File: config.mk
export PLATFORM = sky130hd
export DESIGN_NAME = station_pool
export DESIGN_NICKNAME = d
export VERILOG_FILES = /design/src/rtl/station_pool.sv
export SDC_FILE = /design/constraint.sdc
export NUM_CORES = 1
export LEC_CHECK = 0
export ABC_AREA = 1
export CAP_MARGIN = 15
export CORE_MARGIN = 5
export CORE_UTILIZATION = 40
export CTS_BUF_LIST = sky130_fd_sc_hd__clkbuf_4 sky130_fd_sc_hd__clkbuf_8
export CTS_CLUSTER_SIZE = 24
export DETAILED_ROUTE_END_ITERATION = 12
export PLACE_DENSITY = 0.69
export SLEW_MARGIN = 40
export SYNTH_ARGS = -nofsm -noshare
export SYNTH_HDL_FRONTEND = slang
export SYNTH_SLANG_ARGS = --single-unit
export TNS_END_PERCENT = 100
File: constraint.sdc
create_clock -name clk -period 9.3 [get_ports clk]
set_input_delay 1.395 -clock clk [delete_from_list [all_inputs] [get_ports clk]]
set_output_delay 1.395 -clock clk [all_outputs]
set_load 0.1 [all_outputs]
File: src/rtl/station_pool.sv
// station_pool: reservation-station style pool of DEPTH issue entries.
// Decode allocates into the lowest-index FREE slot, load returns wake
// waiting entries, and one ready entry is offered to the scheduler.
// Optional macro STATION_POOL_AGE_ORDER_EN: when defined, an age matrix
// picks the oldest ready entry; otherwise the lowest-index ready entry wins.
module station_pool #(
  parameter int unsigned DEPTH = 4,
  parameter int unsigned IOP_W = 32,
  localparam int unsigned TAG_W = $clog2(DEPTH)
) (
  input  logic             clk,
  input  logic             a_rst,
  input  logic             flush,
  input  logic             id_ack,
  input  logic [IOP_W-1:0] id_iop,
  input  logic [2:0]       id_iop_init,
  input  logic [15:0]      id_pc,
  input  logic [15:0]      id_k16,
  output logic             id_feed,
  input  logic             lsu_wb,
  input  logic [TAG_W-1:0] lsu_tag,
  input  logic [15:0]      lsu_data,
  output logic             r_ready,
  output logic [TAG_W-1:0] r_slot,
  output logic [2:0]       r_status,
  output logic [IOP_W-1:0] r_iop,
  output logic [15:0]      r_pc,
  output logic [15:0]      r_k16,
  output logic             r_will_complete,
  input  logic             sched_ack
);

  typedef enum logic [2:0] {
    ST_FREE   = 3'b000,
    ST_WAIT_1 = 3'b001,
    ST_WAIT_2 = 3'b010,
    ST_WAIT_3 = 3'b011,
    ST_LOAD_0 = 3'b100,
    ST_LOAD_1 = 3'b101,
    ST_ALU    = 3'b110,
    ST_STORE  = 3'b111
  } st_t;

  st_t              status [DEPTH];
  logic [IOP_W-1:0] iop_q  [DEPTH];
  logic [15:0]      pc_q   [DEPTH];
  logic [15:0]      k16_q  [DEPTH];

  logic             free_any;
  logic [TAG_W-1:0] alloc_idx;
  logic             alloc;
  logic             sel_found;
  logic [TAG_W-1:0] sel_idx;
  logic             issue;
  logic [DEPTH-1:0] ready_vec;

  // Status an entry moves to when it is issued.
  function automatic st_t issue_target(input st_t st, input logic [IOP_W-1:0] op);
    st_t nx;
    nx = st;
    case (st)
      ST_LOAD_0: nx = ST_WAIT_1;
      ST_LOAD_1: nx = op[28] ? ST_FREE : ST_WAIT_2;
      ST_ALU:    nx = op[23] ? ST_STORE : ST_FREE;
      ST_STORE:  nx = ST_FREE;
      default:   nx = st;
    endcase
    return nx;
  endfunction

  // Free-slot search: lowest-index FREE entry at cycle start.
  always_comb begin
    free_any  = 1'b0;
    alloc_idx = '0;
    for (int unsigned i = 0; i < DEPTH; i++) begin
      if (status[i] == ST_FREE && !free_any) begin
        free_any  = 1'b1;
        alloc_idx = TAG_W'(i);
      end
    end
  end

  assign id_feed = free_any;
  assign alloc   = free_any & id_ack & ~flush & (id_iop_init != 3'b000);

  // Ready vector straight from the status MSB.
  always_comb begin
    ready_vec = '0;
    for (int unsigned i = 0; i < DEPTH; i++)
      ready_vec[i] = status[i][2];
  end

`ifdef STATION_POOL_AGE_ORDER_EN
  // older[j][n] = 1 means entry j was allocated before entry n.
  logic [DEPTH-1:0] older [DEPTH];
  logic [DEPTH-1:0] oldest_vec;

  // Age matrix update on allocation; cleared by flush and reset.
  always_ff @(posedge clk or posedge a_rst) begin
    if (a_rst) begin
      for (int unsigned j = 0; j < DEPTH; j++) older[j] <= '0;
    end else if (flush) begin
      for (int unsigned j = 0; j < DEPTH; j++) older[j] <= '0;
    end else if (alloc) begin
      for (int unsigned j = 0; j < DEPTH; j++)
        if (status[j] != ST_FREE) older[j][alloc_idx] <= 1'b1;
      older[alloc_idx] <= '0;
    end
  end

  // Oldest-ready selection: no other ready entry is older than it.
  always_comb begin
    oldest_vec = '0;
    sel_found  = 1'b0;
    sel_idx    = '0;
    for (int unsigned i = 0; i < DEPTH; i++) begin
      oldest_vec[i] = ready_vec[i];
      for (int unsigned j = 0; j < DEPTH; j++)
        if (ready_vec[j] && older[j][i]) oldest_vec[i] = 1'b0;
    end
    for (int unsigned i = 0; i < DEPTH; i++) begin
      if (oldest_vec[i] && !sel_found) begin
        sel_found = 1'b1;
        sel_idx   = TAG_W'(i);
      end
    end
  end
`else
  // Lowest-index ready selection.
  always_comb begin
    sel_found = 1'b0;
    sel_idx   = '0;
    for (int unsigned i = 0; i < DEPTH; i++) begin
      if (ready_vec[i] && !sel_found) begin
        sel_found = 1'b1;
        sel_idx   = TAG_W'(i);
      end
    end
  end
`endif

  // Output mux of the selected entry, all zero when nothing is ready.
  always_comb begin
    r_ready         = sel_found;
    r_slot          = '0;
    r_status        = '0;
    r_iop           = '0;
    r_pc            = '0;
    r_k16           = '0;
    r_will_complete = 1'b0;
    if (sel_found) begin
      r_slot          = sel_idx;
      r_status        = status[sel_idx];
      r_iop           = iop_q[sel_idx];
      r_pc            = pc_q[sel_idx];
      r_k16           = k16_q[sel_idx];
      r_will_complete = (issue_target(status[sel_idx], iop_q[sel_idx]) == ST_FREE);
    end
  end

  assign issue = sched_ack & sel_found;

  // Per-entry state: allocation, load wakeup and issue transitions.
  // Allocation only hits a FREE entry, so it never collides with wb/issue.
  always_ff @(posedge clk or posedge a_rst) begin
    if (a_rst) begin
      for (int unsigned i = 0; i < DEPTH; i++) begin
        status[i] <= ST_FREE;
        iop_q[i]  <= '0;
        pc_q[i]   <= '0;
        k16_q[i]  <= '0;
      end
    end else if (flush) begin
      for (int unsigned i = 0; i < DEPTH; i++) status[i] <= ST_FREE;
    end else begin
      for (int unsigned i = 0; i < DEPTH; i++) begin
        if (alloc && alloc_idx == TAG_W'(i)) begin
          status[i] <= st_t'(id_iop_init);
          iop_q[i]  <= id_iop;
          pc_q[i]   <= id_pc;
          k16_q[i]  <= id_k16;
        end else begin
          case (status[i])
            ST_WAIT_1, ST_WAIT_2: begin
              if (lsu_wb && lsu_tag == TAG_W'(i)) begin
                status[i] <= (status[i] == ST_WAIT_1) ? ST_LOAD_1 : ST_ALU;
                k16_q[i]  <= lsu_data;
              end
            end
            ST_WAIT_3: status[i] <= ST_STORE;
            ST_LOAD_0, ST_LOAD_1, ST_ALU, ST_STORE: begin
              if (issue && sel_idx == TAG_W'(i))
                status[i] <= issue_target(status[i], iop_q[i]);
            end
            default: ;
          endcase
        end
      end
    end
  end

endmodule

==> results of run 1 <==
[cell families after synthesis]
kind of cell | Yosys count | share of synthesized area [%]
AND/OR/NAND/NOR | 634 | 19.1
buffers and inverters | 299 | 9.72
flip-flops | 268 | 49.3
AO/OA/AOI/OAI | 545 | 21.9
[cells in the mapped netlist, drive strengths merged]
master  number
inv        180
o21a         1
o21bai      16
nand2      444
dfrtp      268
o21ai      400
a31oi        1
nand3b       1
a21oi       89
nor3         6
nor2       121
o22ai        2
o221ai      16
nand4        2
clkinv       1
o211ai      20
nand3       60
clkbuf      41
buf         77
[sequential cells by signal (all words and copies together) (netlist names)]
name	count
iop_q	128
k16_q	64
pc_q	64
ready_vec	4
status	8
[per-stage QoR]
stage | std cells | cell area (µm²) | setup WS [ps] | util (%) | hold WS (ps)
6_report | 2338 | 16100 | 3930 | 47.9 | 475
5_1_grt | 2338 | 16100 | 3700 | 47.9 | 493
4_1_cts | 2336 | 16000 | 3780 | 47.7 | 477
3_5_place_dp | 2248 | 15000 | 4380 | 44.6 | 464
3_3_place_gp | 2247 | 15300 | 3740 | 45.5 | 458
2_1_floorplan | 1746 | 13600 | 523 | - | 447
[worst min path at each step]
stage                                from               endpoint  depth (start not counted)
floorplan           k16_q[32]$_DFFE_PP0P_  k16_q[32]$_DFFE_PP0P_                          2
global placement    k16_q[38]$_DFFE_PP0P_  k16_q[38]$_DFFE_PP0P_                          2
detailed placement  k16_q[33]$_DFFE_PP0P_  k16_q[33]$_DFFE_PP0P_                          2
CTS                 k16_q[33]$_DFFE_PP0P_  k16_q[33]$_DFFE_PP0P_                          2
global route          pc_q[3]$_DFFE_PP0P_    pc_q[3]$_DFFE_PP0P_                          2
finish              k16_q[33]$_DFFE_PP0P_  k16_q[33]$_DFFE_PP0P_                          2
[layout make-up]
class | instances | area (µm²)
fillers | 3257 | 17500
flip-flops and latches | 268 | 6710
multi-input cells | 1179 | 5650
repair buffers | 174 | 1410
clock buffers | 83 | 998
inverters | 181 | 693
well taps | 448 | 561
clock inverters | 5 | 46.3
[routing by layer]
layer  global-route usage, %  up-vias  share of wire, %
li1                        -     5906                 -
met1                    27.9     5721                44
met2                    31.8      484                46
met3                    3.36       71               7.2
met4                    6.07        0               2.1
met5                       0        -                 0
[layout by cell type, fill, tap and decap left out, types with 20 or more instances in the layout]
cell type | netlist | final
sky130_fd_sc_hd__o21ai_0 | 367 | 367
sky130_fd_sc_hd__dfrtp_1 | 268 | 268
sky130_fd_sc_hd__inv_1 | 174 | 173
sky130_fd_sc_hd__nand3_1 | 58 | 58
sky130_fd_sc_hd__nand2_2 | 25 | 24
sky130_fd_sc_hd__a21oi_1 | 86 | 86
sky130_fd_sc_hd__buf_2 | 53 | 72
sky130_fd_sc_hd__clkbuf_4 | 1 | 23
sky130_fd_sc_hd__o211ai_1 | 20 | 20
sky130_fd_sc_hd__o21ai_2 | 21 | 21
sky130_fd_sc_hd__nand2_1 | 417 | 415
sky130_fd_sc_hd__nor2_1 | 112 | 111
sky130_fd_sc_hd__clkdlybuf4s50_1 | 0 | 90
sky130_fd_sc_hd__clkbuf_8 | 0 | 60
[worst reg2reg max path, delay by kind of cell (launching register included)]
kind / cells / cell delay (ps)
AOI/OAI and AO/OA: 1 / 690
DFF: 1 / 560
and+or+nand+nor: 6 / 1800
==> flow_metrics.py, run 1 <==
metrics = {
    "timing": {
        "maxClockFrequency_mhz": 186,
        "finalCriticalPeriod_ps": 5370,
        "rsz0062_at_grt": "false",
        "timing_worst_slew_pin_value_ps": 804,
        "final.setup_skew_ps": 44.5,
        "finalMaxSlewViolations": 0,
        "hold_viol": 0,
        "finalSetupTns_ps": 0,
        "period_share_pct": 57.8,
        "timing.final.setup_violations": 0,
        "slew-limit-headroom_pct": 46.3,
    },
    "detailed_routing": {
        "detail_route.drc_violations": 0,
        "route.detailed.wl_per_inst_um": 16.3,
        "vias_per_cell": 5.21,
        "ant_nets": 0,
        "routed_wirelength_um": 38000,
        "firstDrtPassIters": 8,
        "dr.first_iter.drc_count": 931,
        "vias": 12200,
    },
    "critical_path": {
        "crit_cells": 10,
        "critical_path.top_delay_family": "buffers and inverters",
        "regToRegSetupSlack_ps": 6210,
        "critical_path.max_fanout": 87,
        "cpMostUsedCell": "sky130_fd_sc_hd__o21ai_0",
        "timing.critical_path.arrival_ps": 3980,
        "path_cells": "nor2_2 -> nand3_2 -> nand2_4 -> clkinv_2 -> buf_6 -> o21ai_0 -> inv_1 -> o21ai_0 -> a21oi_1 -> buf_2",
        "cp-endpoint": "r_iop[3]",
        "timing.rr.end": "k16_q[51]$_DFFE_PP0P_",
        "path_buf_inv": 4,
        "worst_ep_required_time_ps": 7910,
        "regToRegStartpoint": "ready_vec[3]$_DFFE_PP0P_",
        "setup.worst_path.start_class": "register",
        "critical-path-max-stage-delay_ps": 570,
        "reg2reg_depth": 7,
        "crit_type": "register to output port",
        "cp_slowest_cell": "sky130_fd_sc_hd__clkinv_2",
        "crit_path_launch": "ready_vec[1]$_DFFE_PP0P_",
        "timing.critical_path.to_type": "output port",
    },
    "synth": {
        "synth_largest_area_cell": "sky130_fd_sc_hd__dfrtp_1",
        "syn_nets": 1837,
        "post_synth_main_area_contributors": "sky130_fd_sc_hd__dfrtp_1 (49%), sky130_fd_sc_hd__o21ai_0 (13%), sky130_fd_sc_hd__nand2_1 (11%)",
        "netlist-cell-type-count": 36,
        "synth_largest_type_area_fraction_pct": 49.3,
        "synth-seq-area-share_pct": 49.3,
        "yosysWarningCount": 0,
        "ys_seq_elements": 268,
        "avgSynthCellArea_um2": 7.80,
        "post_synth_instance_area_um2": 13600,
        "postSynthCellCount": 1746,
    },
    "placement": {
        "placement.io_buffers": 162,
        "post-dp-hpwl_um": 23000,
        "rd_place_congestion": 0.839,
    },
    "flow_run": {
        "max-cap-violations": 0,
    },
    "global_route": {
        "number_of_antenna_violations_at_the_first_check_in_global_routing": 0,
        "vias_in_the_first_global_route": 12200,
        "grt_max_degree": 142,
        "globalRouteTotalUtil_pct": 19.9,
        "grt_first_pass_wirelength_um": 63400,
        "grt.overflow.total": 0,
    },
    "die": {
        "dieHeight_um": 194,
        "io-pin-count": 163,
        "placeableCoreArea_um2": 33500,
        "floorplan.die_area_um2": 37800,
        "die_width_um": 194,
        "start_util_pct": 40.6,
        "placementRows": 67,
    },
    "cells_and_area": {
        "syn_to_final_growth_pct": 18.0,
        "layout.nets": 1943,
        "layout-drive-gt1-share_pct": 13.1,
        "insertedDiodeCount": 0,
    },
    "clocking": {
        "buffer_levels_on_the_longest_clock_path": 3,
        "clkLatencyLatePin_ps": 580,
        "tritoncts": "yes",
        "cts_inserted_buffers": 48,
        "cts_hold_repair.buffers": 0,
        "root_buf_cell": "sky130_fd_sc_hd__clkbuf_8",
        "htree_num_levels": 2,
        "post_cts_resize_count": 0,
        "cts.sink_count": 268,
        "cts_setup_buffers": 0,
        "cts.clk_slew.worst_paths_ps": 50,
    },
    "hold_path": {
        "hold_class": "register to register",
    },
    "run_status": {
        "outcome": "finished, final reports clean",
    },
}
Power of run 1 is not shown: default switching activity piles up to over one toggle a cycle in this logic, so the estimate is an artifact.
==> inputs of run 2 (changes only) <==
==> constraint.sdc (replaced) <==
create_clock -name clk -period 4.3 [get_ports clk]
set_input_delay 0.645 -clock clk [delete_from_list [all_inputs] [get_ports clk]]
set_output_delay 0.645 -clock clk [all_outputs]
set_load 0.1 [all_outputs]
==> flow_metrics.py, run 2 (synthesis results as in run 1) <==
metrics = {
    "clocking": {
        "clkLatencyLatePin_ps": 570,
        "post_cts_resize_count": 0,
        "cts_hold_repair.buffers": 0,
        "htree_num_levels": 2,
        "buffer_levels_on_the_longest_clock_path": 3,
        "root_buf_cell": "sky130_fd_sc_hd__clkbuf_8",
        "cts_inserted_buffers": 46,
        "cts.clk_slew.worst_paths_ps": 70,
        "cts.sink_count": 268,
        "cts_setup_buffers": 0,
        "tritoncts": "yes",
    },
    "cells_and_area": {
        "largest_reg_flops": 128,
        "multi_input_comb_area_um2": 5640,
        "final_cell_mix": "sky130_fd_sc_hd__nand2_1 (415), sky130_fd_sc_hd__o21ai_0 (367), sky130_fd_sc_hd__dfrtp_1 (268)",
        "layout-drive-gt1-share_pct": 13.1,
        "insertedDiodeCount": 0,
        "layout.cells.most_common": "sky130_fd_sc_hd__nand2_1",
        "seq_cell_area_um2": 6710,
        "syn_to_final_growth_pct": 25.4,
        "regMostFlops": "iop_q",
        "final.fill_count": 3115,
        "layout.nets": 1948,
        "top_regs": "iop_q: 128 flops, k16_q: 64 flops, pc_q: 64 flops",
    },
    "timing": {
        "finalCriticalPeriod_ps": 3850,
        "rsz0062_at_grt": "false",
        "slew-limit-headroom_pct": 46.0,
        "finalMaxSlewViolations": 0,
        "maxClockFrequency_mhz": 260,
        "timing.final.setup_violations": 0,
        "finalSetupTns_ps": 0,
        "final.setup_skew_ps": 28.7,
        "timing_worst_slew_pin_value_ps": 806,
        "period_share_pct": 89.6,
        "hold_viol": 0,
    },
    "die": {
        "dieHeight_um": 194,
        "floorplan.die_area_um2": 37800,
        "placeableCoreArea_um2": 33500,
        "io-pin-count": 163,
        "die_width_um": 194,
        "start_util_pct": 40.6,
        "placementRows": 67,
    },
    "global_route": {
        "grt_first_pass_wirelength_um": 62500,
        "grt.overflow.total": 0,
        "number_of_antenna_violations_at_the_first_check_in_global_routing": 0,
        "globalRouteTotalUtil_pct": 19.7,
        "vias_in_the_first_global_route": 11800,
        "grt_max_degree": 155,
    },
    "run_status": {
        "outcome": "finished, final reports clean",
    },
    "placement": {
        "placement.io_buffers": 162,
        "post-dp-hpwl_um": 23200,
        "rd_place_congestion": 0.859,
    },
    "critical_path": {
        "crit_type": "register to output port",
        "timing.critical_path.arrival_ps": 3210,
        "worst_ep_required_time_ps": 3650,
        "reg2reg_depth": 7,
        "timing.critical_path.to_type": "output port",
        "setup.worst_path.start_class": "register",
        "critical_path.max_fanout": 69,
    },
    "hold_path": {
        "hold_class": "input port to async pin",
    },
    "detailed_routing": {
        "detail_route.drc_violations": 0,
        "firstDrtPassIters": 6,
        "dr.first_iter.drc_count": 1047,
        "vias_per_cell": 5.20,
        "ant_nets": 0,
        "routed_wirelength_um": 37900,
        "vias": 12100,
        "route.detailed.wl_per_inst_um": 16.2,
    },
    "flow_run": {
        "max-cap-violations": 0,
    },
}
[run 2: cell count changes in the layout (fill, tap and decap cells not counted), moves of 2 or more]
cell / change
sky130_fd_sc_hd__nand2_4: +3
sky130_fd_sc_hd__buf_2: -68
sky130_fd_sc_hd__nand2_8: -3
sky130_fd_sc_hd__buf_12: +73
sky130_fd_sc_hd__buf_4: +11
sky130_fd_sc_hd__buf_8: -2
sky130_fd_sc_hd__clkbuf_4: -9
sky130_fd_sc_hd__buf_6: -6
[run 2: final cells by class]
| type | instances | area share [%] |
|---|---|---|
| repair buffers | 181 | 14.6 |
| clock inverters | 6 | 0.425 |
| clock buffers | 73 | 5.37 |
| multi-input cells | 1179 | 33.0 |
| inverters | 181 | 4.00 |
| flip-flops and latches | 268 | 39.3 |
| well taps | 448 | 3.28 |
[run 2: metal layers]
metal | up-vias | share of wire, % | track usage, %
li1 | 5906 | - | -
met1 | 5710 | 45 | 28.0
met2 | 450 | 46 | 31.0
met3 | 71 | 7.1 | 3.62
met4 | 0 | 2.2 | 5.49
met5 | - | 0 | 0
[run 2: per-stage QoR]
| step | cells | hold slack (ps) | utilization (%) | worst slack (ps) | area [µm²] |
|---|---|---|---|---|---|
| floorplan | 1746 | 447 | - | 116 | 13600 |
| global placement | 2256 | 459 | 47.9 | 1020 | 16100 |
| detailed placement | 2256 | 464 | 47.9 | 946 | 16100 |
| CTS | 2335 | 406 | 50.8 | 458 | 17000 |
| global route | 2336 | 433 | 50.9 | 235 | 17100 |
| finish | 2336 | 430 | 50.9 | 449 | 17100 |
[run 2: final timing paths]
path / startpoint / to / slack [ps]
min: a_rst / k16_q[9]$_DFFE_PP0P_ / 430
min reg2reg: iop_q[52]$_DFFE_PP0P_ / iop_q[52]$_DFFE_PP0P_ / 480
max: ready_vec[2]$_DFFE_PP0P_ / r_iop[4] / 450
min in group clk: iop_q[52]$_DFFE_PP0P_ / iop_q[52]$_DFFE_PP0P_ / 480
max in group asynchronous: a_rst / iop_q[108]$_DFFE_PP0P_ / 2890
max reg2reg: ready_vec[3]$_DFFE_PP0P_ / k16_q[50]$_DFFE_PP0P_ / 1650
[run 2: worst max-delay path: stages, from the launching register on]
cell and delay, ps:
sky130_fd_sc_hd__dfrtp_1 550, sky130_fd_sc_hd__inv_2 110, sky130_fd_sc_hd__nand3_2 120, sky130_fd_sc_hd__nand2_4 70
sky130_fd_sc_hd__inv_2 400, sky130_fd_sc_hd__buf_12 360, sky130_fd_sc_hd__o21ai_0 130, sky130_fd_sc_hd__inv_1 70
sky130_fd_sc_hd__o21ai_0 70, sky130_fd_sc_hd__a21oi_1 460, sky130_fd_sc_hd__buf_12 240
Power of run 2 is left out for the same reason.
